==> config.mk <==
export PLATFORM = sky130hd
export DESIGN_NAME = dual_port_ram
export DESIGN_NICKNAME = d
export VERILOG_FILES = /design/src/rtl/ram_pkg.sv /design/src/rtl/ram_array.sv /design/src/rtl/dual_port_ram.sv
export SDC_FILE = /design/constraint.sdc
export NUM_CORES = 1
export LEC_CHECK = 0
export ABC_AREA = 1
export ABC_CLOCK_PERIOD_IN_PS = 3600
export CORE_ASPECT_RATIO = 2
export CORE_MARGIN = 4
export CORE_UTILIZATION = 30
export CTS_BUF_LIST = sky130_fd_sc_hd__clkbuf_16
export DETAILED_ROUTE_END_ITERATION = 12
export HOLD_SLACK_MARGIN = 0.15
export PLACE_DENSITY_LB_ADDON = 0.25
export SKIP_CTS_REPAIR_TIMING = 1
export SLEW_MARGIN = 25
export SYNTH_ARGS = -nofsm -noshare
export SYNTH_HDL_FRONTEND = slang
export SYNTH_SLANG_ARGS = --single-unit
==> constraint.sdc <==
create_clock -name clk -period 3.6 [get_ports clk]
set_clock_uncertainty 0.2 [all_clocks]
set_input_delay 0.72 -clock clk [delete_from_list [all_inputs] [get_ports clk]]
set_output_delay 0.72 -clock clk [all_outputs]
set_load 0.05 [all_outputs]
==> src/rtl/ram_pkg.sv <==
// ram_pkg: shared constants and types for the dual_port_ram storage block.
//   DATA_WIDTH : word width in bits (8)
//   ADDR_WIDTH : address width in bits (5)
//   DEPTH      : number of words, always 2**ADDR_WIDTH (32)
//   data_t     : one data word
//   addr_t     : one word address
package ram_pkg;

  localparam int DATA_WIDTH = 8;
  localparam int ADDR_WIDTH = 5;
  localparam int DEPTH      = 2 ** ADDR_WIDTH;

  typedef logic [DATA_WIDTH-1:0] data_t;
  typedef logic [ADDR_WIDTH-1:0] addr_t;

endpackage : ram_pkg

==> src/rtl/ram_array.sv <==
// ram_array: storage array with asynchronous clear, synchronous write port and
// a combinational read of the addressed word.
// Ports:
//   clk     : clock, writes happen on its rising edge
//   rst     : asynchronous active-low clear of every word
//   wr_en   : write enable, active-high
//   addr    : word address (shared by read and write)
//   data_in : write data
//   rd_data : current content of mem[addr] (pre-write value during a write edge)
module ram_array #(
  parameter int DATA_WIDTH = ram_pkg::DATA_WIDTH,
  parameter int ADDR_WIDTH = ram_pkg::ADDR_WIDTH,
  parameter int DEPTH      = ram_pkg::DEPTH
) (
  input  logic                  clk,
  input  logic                  rst,
  input  logic                  wr_en,
  input  logic [ADDR_WIDTH-1:0] addr,
  input  logic [DATA_WIDTH-1:0] data_in,
  output logic [DATA_WIDTH-1:0] rd_data
);

  logic [DATA_WIDTH-1:0] mem_q [DEPTH];

  // NOTE: the array is reset because the block must read back zeros after any
  // reset; this forces flop-based storage rather than a RAM macro.
  // NOTE: sequential state uses non-blocking assignments so every reader sees
  // the pre-edge value, which is what makes read-first work in the top.
  always_ff @(posedge clk or negedge rst) begin
    if (!rst) begin
      for (int i = 0; i < DEPTH; i++) begin
        mem_q[i] <= '0;
      end
    end else if (wr_en) begin
      mem_q[addr] <= data_in;
    end
  end

  assign rd_data = mem_q[addr];

endmodule : ram_array

==> src/rtl/dual_port_ram.sv <==
// dual_port_ram: single-clock RAM with one shared address, independent write
// and read enables, synchronous write and registered synchronous read.
// Ports:
//   clk      : clock, all state changes on its rising edge except reset
//   rst      : asynchronous active-low reset, clears memory and data_out
//   data_in  : write data
//   wr_en    : write enable, active-high
//   rd_en    : read enable, active-high; data_out holds when low
//   addr     : word address shared by read and write
//   data_out : registered read data
// Configuration macro: RAM_WRITE_THROUGH_EN
//   defined   -> simultaneous read+write returns data_in (write-through)
//   undefined -> simultaneous read+write returns old mem[addr] (read-first)
module dual_port_ram #(
  parameter int DATA_WIDTH = ram_pkg::DATA_WIDTH,
  parameter int ADDR_WIDTH = ram_pkg::ADDR_WIDTH,
  parameter int DEPTH      = ram_pkg::DEPTH
) (
  input  logic                  clk,
  input  logic                  rst,
  input  logic [DATA_WIDTH-1:0] data_in,
  input  logic                  wr_en,
  input  logic                  rd_en,
  input  logic [ADDR_WIDTH-1:0] addr,
  output logic [DATA_WIDTH-1:0] data_out
);

  logic [DATA_WIDTH-1:0] arr_rd_data;
  logic [DATA_WIDTH-1:0] data_out_d;
  logic [DATA_WIDTH-1:0] data_out_q;

  ram_array #(
    .DATA_WIDTH(DATA_WIDTH),
    .ADDR_WIDTH(ADDR_WIDTH),
    .DEPTH     (DEPTH)
  ) u_ram_array (
    .clk    (clk),
    .rst    (rst),
    .wr_en  (wr_en),
    .addr   (addr),
    .data_in(data_in),
    .rd_data(arr_rd_data)
  );

  // NOTE: the next-state value defaults to the current one before any branch,
  // so this block never infers a latch when rd_en is low.
  always_comb begin
    data_out_d = data_out_q;
`ifdef RAM_WRITE_THROUGH_EN
    // Forward the incoming word when a write hits the address being read.
    if (rd_en) data_out_d = wr_en ? data_in : arr_rd_data;
`else
    // The array still shows its pre-write content at this edge: read-first.
    if (rd_en) data_out_d = arr_rd_data;
`endif
  end

  always_ff @(posedge clk or negedge rst) begin
    if (!rst) data_out_q <= '0;
    else      data_out_q <= data_out_d;
  end

  assign data_out = data_out_q;

endmodule : dual_port_ram

### Word level (Yosys, flattened, before mapping)

Index checks and enable logic that the tools add are counted.

| operators by class | value |
|---|---|
| bitwise gates (word level) | 1 |
| mux-type cells | 6 |
| $lt $le $gt $ge | 2 |
| reduce and logical (&&, ||, !) cells | 1 |

Operators by type and width:

| kind | number |
|---|---|
| bitwise mux 256 bit | 1 |
| binary-select mux 8 bit (select 5 bit) | 1 |
| demux 8 bit (select 5 bit) | 1 |
| two-way mux 8 bit | 3 |
| >= comparator 6 bit (second input constant) | 1 |
| less-than comparator 6 x 1 -> 1 bit (second input constant) | 1 |
| NOT 5 -> 6 bit | 1 |
| logical AND 1 bit | 1 |

| word-level totals | value |
|---|---|
| register bits | 264 |
| logic and storage cells | 43 |
| output and inout bits | 8 |
| bits of input ports | 17 |

### Logic depth before layout (Yosys ltp)

Gate-level depths: netlist (run 1).

| depth | value |
|---|---|
| depth after elaboration | 6 |
| gate-level depth with buffers | 14 |
| mapped depth without buffers | 11 |

### By module

A second synthesis (run 1) with hierarchy kept.

| unflattened totals | value |
|---|---|
| cells, all modules | 1667 |
| area total of the unflattened synthesis | 12428.2 µm² |

By module, submodules not included:

| module | times used | area an instance (µm²) | cells an instance | seq. area each (µm²) |
|---|---|---|---|---|
| ram_array | 1 | 12122.9 | 1633 | 6406.1 |
| dual_port_ram | 1 | 305.3 | 34 | 200.2 |

### Least setup slack after synthesis (run 1)

Ideal clock, no wire load.

| timing | value |
|---|---|
| path type | input -> register |
| from | in addr[0] |
| to | reg data_out_q[4] (netlist: data_out[4]) |
| required time | 3.338 ns |
| setup time | 0.062 ns |
| stages on the path | 14 |
| buffers on the path | 3 |
| path slack | 1.460 ns |
| arrival time | 1.878 ns |
| path through | buf_4 inv_1 buf_2 clkbuf_1 nand2_1 nand2_1 nand2_1 nand3_1 nand2_1 nand2_1 inv_1 nand3_1 nand2_1 inv_1 |

| between the ends | value |
|---|---|
| cells in the longest elaborated chain, start to end | 4 |

RTL lines:

| item | line | text |
|---|---|---|
| start: declaration | dual_port_ram.sv:24 | `input logic [ADDR_WIDTH-1:0] addr,` |
| NOT 5 -> 6 bit (not written as such) | ram_array.sv:39 | `assign rd_data = mem_q[addr];` |
| binary-select mux 8 bit (select 5 bit) | ram_array.sv:39 |  |
| two-way mux 8 bit (not written as such) (2 in a row) | ram_array.sv:39 |  |
| end signal: assignment | dual_port_ram.sv:60 | `else data_out_q <= data_out_d;` |
| end: declaration | dual_port_ram.sv:30 | `logic [DATA_WIDTH-1:0] data_out_q;` |

Every way passes these cells. The select of a mux whose other input is x is not followed.
A chain may end at the register's enable or synchronous reset.

### Final worst setup path (run 1)

| timing | value |
|---|---|
| from | reg data_out_q[4] (netlist: data_out[4]) |
| to | out data_out[4] |

RTL lines:

| item | line | text |
|---|---|---|
| end: declaration | dual_port_ram.sv:25 | `output logic [DATA_WIDTH-1:0] data_out` |

No word-level cell between the ends.

==> reports/qor.yml, run 1 <==
status: "finished, final reports clean"
worst-path-buf-inv: 1
place_ws_ns: 0.474
pin_count: 25
p_sw_w: 0.00230
tritoncts: "yes"
path_clk_slew_ns: 0.07
ys_types: 23
die_w_um: 152
combPwrFrac_pct: 16.6
mappedNetlistNets: 1652
slew_violations: 0
synth_seq_cells: 264
dieHeight_um: 296
drtAntennaViolNets: 0
place_congestion: 0.836
syn_inst: 1635
peakVddDrop_mv: 0.406
crit_path_end_kind: "output pin"
port_buffers: 24
grt_overflow: 0
drt_first_pass_iters: 5
crit_slowest_cell: "clkdlybuf4s50_1"
critical_path_class: "flop to output pin"
period_needed_ns: 2.72
p_leak_nw: 7.03
switching_share_pct: 29.0
nNetsFinal: 1633
n_antenna_cell: 0
finalHoldViolations: 0
avgSynthCellArea_um2: 7.60
ys.flop_type: "dfrtp_1"
dieArea_um2: 45000
coreArea_um2: 41000
synth_enable_flop_cells: 0
rsz0062_at_grt: "no"
setup_tns_ns: 0
maxSlewHeadroom_pct: 50.8
critical_path_required_ns: 2.68
antenna_found_initial: 0
holdPathStages: 2
arrival_ns: 1.80
ys_seq_area_share_pct: 53.1
drive_gt1_share_pct: 7.84
fin_ws_ns: 0.884
area_growth_pct: 12.9
path_max_fanout: 2
syn-cell-area_um2: 12400
crit_chain: "clkdlybuf4s50_1"
reg2regPathDepth: 10
vias: 10300
via_per_inst: 4.74
htree_levels: 1
drc: 0
grt_max_degree: 88
p_int_w: 0.00564
cts_root_buffer: "clkbuf_16"
initial_core_util_pct: 30.3
clk_path_buf_depth: 3
pwr-share-clk_pct: 35.2
placed_area_um2: 13200
first_iter_violations: 692
cts_inserted_buffers: 25
async_flop_share_pct: 100
grt_usage_pct: 16.6
grt_pass1_vias: 10400
dp_hpwl_mm: 23.3
pwr-share-seq_pct: 48.2
finalSetupViolCount: 0
routed_wl_mm: 37.0
drv_cap: 0
crit_family: "buffers and inverters"
yosys_warnings: 0
slowest_delay_ns: 0.84
worst_pin_slew_ns: 0.738
num_rows: 105
power_density_nw_per_um2: 566
grt_pass1_wl_mm: 59.6
cp-start-kind: "flop"
wire_per_inst_um: 17.1
timing.fmax_mhz: 368
clkLatencyLatePin_ns: 0.53
path_depth: 1
cts.sink_count: 264
fin_area_um2: 14000
hp-class: "flop to flop"
finalCritPeriodShare_pct: 75.4
==> cells in the final DEF, fill, tap and decap left out, types with 2 or more instances in the layout <==
cell type	instances
a21oi_1	32
buf_12	5
buf_4	31
bufinv_16	5
clkbuf_16	25
clkdlybuf4s50_1	21
clkinv_1	2
clkinv_2	6
dfrtp_1	264
inv_1	29
inv_2	8
nand2_1	835
nand2_2	22
nand3_1	43
nand4_1	2
nor2_1	48
nor2_4	3
nor3_2	7
nor3_4	3
nor4_4	2
o21ai_0	207
o21ai_1	19
or2_2	7
==> power by group through the flow <==
| stage | combinational (W) | clock [W] | sequential [W] |
|---|---|---|---|
| 2_1_floorplan | 0.000891 | 0 | 0.00384 |
| 3_3_place_gp | 0.00132 | 0 | 0.00386 |
| 3_5_place_dp | 0.00134 | 0 | 0.00387 |
| 4_1_cts | 0.00135 | 0.00287 | 0.00382 |
| 5_1_grt | 0.00155 | 0.00299 | 0.00390 |
| 6_report | 0.00132 | 0.00279 | 0.00383 |
==> cell families after synthesis <==
| logic type | Yosys count | synth area share, % |
|---|---|---|
| flip-flops | 264 | 53.1 |
| buffers and inverters | 139 | 4.85 |
| AND/OR/NAND/NOR | 974 | 31.6 |
| AO/OA/AOI/OAI | 258 | 10.4 |
==> path summary, 6_finish.rpt <==
check | slack, ns | start | endpoint
setup reg to reg | 2.02 | u_ram_array.mem_q[245]$_DFFE_PN0P_ | data_out[5]$_DFFE_PN0P_
hold reg to reg | 0.28 | u_ram_array.mem_q[50]$_DFFE_PN0P_ | u_ram_array.mem_q[50]$_DFFE_PN0P_
max in group asynchronous | 1.78 | rst | u_ram_array.mem_q[119]$_DFFE_PN0P_
min in group asynchronous | 0.59 | rst | u_ram_array.mem_q[179]$_DFFE_PN0P_
hold / removal | 0.28 | u_ram_array.mem_q[50]$_DFFE_PN0P_ | u_ram_array.mem_q[50]$_DFFE_PN0P_
setup / recovery | 0.88 | data_out[4]$_DFFE_PN0P_ | data_out[4]
==> synth_stat cells (3+ instances only) <==
cell,instances,area (um2)
clkbuf_1,59,221
nor2_1,48,180
buf_2,29,145
buf_1,8,30.0
or2_2,7,43.8
buf_4,8,60.1
nand3_1,43,215
nor2_4,3,33.8
inv_1,25,93.8
nand2_2,22,138
dfrtp_1,264,6610
nor3_2,7,70.1
o21ai_0,207,1040
nand2_1,835,3130
nor3_4,3,48.8
inv_2,8,30.0
a21oi_1,32,160
o21ai_1,19,95.1
==> final cells by class <==
class | count | area [um2]
Timing Repair Buffer | 60 | 573
Tap cell | 535 | 669
Clock buffer | 25 | 626
Fill cell | 4432 | 27000
Inverter | 33 | 125
Clock inverter | 18 | 218
Multi-Input combinational cell | 1232 | 5220
Sequential cell | 264 | 6610
==> tightest hold or removal path, cell delays in order (launching register included) <==
cell and delay, ns:
dfrtp_1 0.34, nand2_1 0.05, o21ai_0 0.05
==> stage by stage <==
step	std cells	hold slack, ns	power, W	util, %
2_1_floorplan	1635	0.224	0.00473	-
3_3_place_gp	2123	0.266	0.00518	32.2
3_5_place_dp	2123	0.273	0.00522	32.2
4_1_cts	2166	0.0336	0.00804	34.2
5_1_grt	2167	0.304	0.00843	34.2
6_report	2167	0.284	0.00794	34.2
==> routing by layer <==
layer,vias up,share of wire (%),track usage [%]
met2,200,53,30.7
met1,4902,40,19.4
met3,76,2.8,1.47
li1,5099,-,-
met4,0,4.6,7.44
met5,-,0,0
==> sequential cells by signal (all words and copies together) (netlist names) <==
| name | cells |
|---|---|
| u_ram_array.mem_q | 256 |
| data_out | 8 |
(Power assumes the default switching activity.)
==> run 2: changes to the inputs <==
--- a/config.mk
+++ b/config.mk
@@ -6,7 +6,7 @@
 export NUM_CORES = 1
 export LEC_CHECK = 0
 export ABC_AREA = 1
-export ABC_CLOCK_PERIOD_IN_PS = 3600
+export ABC_CLOCK_PERIOD_IN_PS = 2700
 export CORE_ASPECT_RATIO = 2
 export CORE_MARGIN = 4
 export CORE_UTILIZATION = 30
==> constraint.sdc (replaced) <==
create_clock -name clk -period 2.7 [get_ports clk]
set_clock_uncertainty 0.2 [all_clocks]
set_input_delay 0.54 -clock clk [delete_from_list [all_inputs] [get_ports clk]]
set_output_delay 0.54 -clock clk [all_outputs]
set_load 0.05 [all_outputs]
==> run 2 against run 1 <==
Against the previous run:
- sequential share of layout area increased by 0.22 points
- total power increased by 27%
- clock power increased by 15%
- critical path depth unchanged
- first-iteration DRC count increased by 0.72%
- clock-buffer cell count unchanged
- cell count increased by 0.18%
- utilization decreased by 0.16 points
- sequential cell count unchanged
- worst setup slack got worse by 0.74 ns
- die area unchanged
- critical path type unchanged
- largest power group unchanged
==> reports/qor.yml, run 2 (synthesized netlist as in run 1, its figures left out) <==
status: "finished, final reports clean"
routed_wl_mm: 37.8  # +2.0%
period_needed_ns: 2.55
cts_inserted_buffers: 25  # unchanged
place_congestion: 0.803  # -4.0%
cts_root_buffer: "clkbuf_16"
dieHeight_um: 296  # unchanged
crit_path_end_kind: "output pin"
placed_area_um2: 13300  # +0.63%
layout_common_cells: "835 x nand2_1, 264 x dfrtp_1, 207 x o21ai_0, 48 x nor2_1, 43 x nand3_1"
grt_overflow: 0  # unchanged
rr_endpoint: "data_out[2]$_DFFE_PN0P_"
grt_max_degree: 112  # +27%
worst-path-buf-inv: 1  # unchanged
critical_path_class: "flop to output pin"
fill_cells: 4390  # -0.95%
drive_gt1_share_pct: 7.70  # -0.14 points
timing.fmax_mhz: 391
reg2reg_from: "u_ram_array.mem_q[226]$_DFFE_PN0P_"
critical_path_required_ns: 1.96  # -0.72 ns
p_leak_nw: 6.99  # -0.48%
finalHoldViolations: 0  # unchanged
holdPathStages: 2  # unchanged
port_buffers: 24  # unchanged
tritoncts: "yes"
largest_register: "u_ram_array.mem_q"
path_clk_slew_ns: 0.07  # about the same
num_rows: 105  # unchanged
dieArea_um2: 45000  # unchanged
drv_cap: 0  # unchanged
fin_area_um2: 14000  # -0.47%
cts.sink_count: 264  # unchanged
peakVddDrop_mv: 0.456  # +12%
slowest_delay_ns: 0.85  # about the same
maxSlewHeadroom_pct: 58.8  # +8.0 points
die_w_um: 152  # unchanged
clk_path_buf_depth: 3  # unchanged
hold_start: "u_ram_array.mem_q[212]$_DFFE_PN0P_"
htree_levels: 1  # unchanged
wire_per_inst_um: 17.4  # +1.8%
finalCritPeriodShare_pct: 94.6
power_density_nw_per_um2: 723  # +28%
drc: 0  # unchanged
via_per_inst: 4.75  # about the same
hp-class: "flop to flop"
n_antenna_cell: 0  # unchanged
dp_hpwl_mm: 23.9  # +2.3%
first_iter_violations: 697  # +0.72%
grt_pass1_vias: 10400  # +0.51%
hold_path_end: "u_ram_array.mem_q[212]$_DFFE_PN0P_"
finalSetupViolCount: 0  # unchanged
arrival_ns: 1.81  # about the same
grt_pass1_wl_mm: 59.9  # +0.52%
rsz0062_at_grt: "no"
cp-start-kind: "flop"
pin_count: 25  # unchanged
layout_commonest_cell: "nand2_1"
coreArea_um2: 41000  # unchanged
initial_core_util_pct: 30.3  # unchanged
grt_usage_pct: 16.8  # +0.23 points
drtAntennaViolNets: 0  # unchanged
antenna_found_initial: 1  # +1
nNetsFinal: 1639  # +0.37%
slew_violations: 0  # unchanged
worst_pin_slew_ns: 0.618  # -0.120 ns
largest_register_ffs: 256  # unchanged
place_ws_ns: -0.0106  # -0.484 ns
crit_slowest_cell: "clkdlybuf4s50_1"
vias: 10300  # +0.26%
fin_total_pwr_w: 0.0101  # +27%
drt_first_pass_iters: 5  # unchanged
reg2regPathDepth: 10  # unchanged
path_max_fanout: 2  # unchanged
area_growth_pct: 12.4
fin_ws_ns: 0.145  # -0.739 ns
crit_chain: "clkdlybuf4s50_1"
clkLatencyLatePin_ns: 0.54  # about the same
r2r_slack_ns: 1.13  # -0.89 ns
crit_family: "buffers and inverters"
## run 2: report_power, final
part | leakage [nW] | total, W | internal [W] | switching (W)
Sequential | 3.39 | 0.00511 | 0.00470 | 0.000403
Clock | 0.355 | 0.00321 | 0.00166 | 0.00154
Combinational | 3.25 | 0.00179 | 0.000662 | 0.00113
## run 2: layout make-up
| type | count | area, um2 | area share [%] |
|---|---|---|---|
| well taps | 535 | 669 | 4.79 |
| clock inverters | 16 | 68.8 | 0.493 |
| clock buffers | 25 | 626 | 4.48 |
| repair buffers | 66 | 656 | 4.69 |
| multi-input cells | 1232 | 5220 | 37.4 |
| inverters | 33 | 125 | 0.895 |
| flip-flops and latches | 264 | 6610 | 47.3 |
## run 2: worst max path at each step
stage / from / end / cells past startpoint
3_5_place_dp: addr[4] / u_ram_array.mem_q[44]$_DFFE_PN0P_ / 6
2_1_floorplan: addr[0] / data_out[4]$_DFFE_PN0P_ / 14
5_1_grt: data_out[4]$_DFFE_PN0P_ / data_out[4] / 1
4_1_cts: data_out[4]$_DFFE_PN0P_ / data_out[4] / 1
3_3_place_gp: addr[4] / u_ram_array.mem_q[42]$_DFFE_PN0P_ / 6
6_report: data_out[4]$_DFFE_PN0P_ / data_out[4] / 1
## run 2: stage by stage
stage | util, % | TNS, ns | cells | hold slack (ns)
after floorplan | - | 0 | 1635 | 0.0444
after global placement | 32.4 | 0 | 2129 | 0.266
after detailed placement | 32.4 | -0.0266 | 2129 | 0.273
after CTS | 34.1 | 0 | 2170 | -0.249
after global routing | 34.1 | 0 | 2171 | 0.302
final | 34.1 | 0 | 2171 | 0.284
## run 2: per-layer routing
metal	GRT usage [%]	vias to the layer above	wire length [um]
met5	0	-	0
met4	7.81	0	1790
met3	1.33	80	1040
met2	32.0	186	20200
met1	19.0	4940	14800
li1	-	5098	-
## run 2: worst register-to-register path: stages (launching register included)
cell     delay, ns
dfrtp_1       0.39
nand2_1       0.07
nand2_1       0.05
nand2_1       0.10
nand2_1       0.10
nand2_1       0.11
nand2_1       0.06
nor2_1        0.19
nand3_1       0.10
nand2_1       0.07
inv_1         0.04
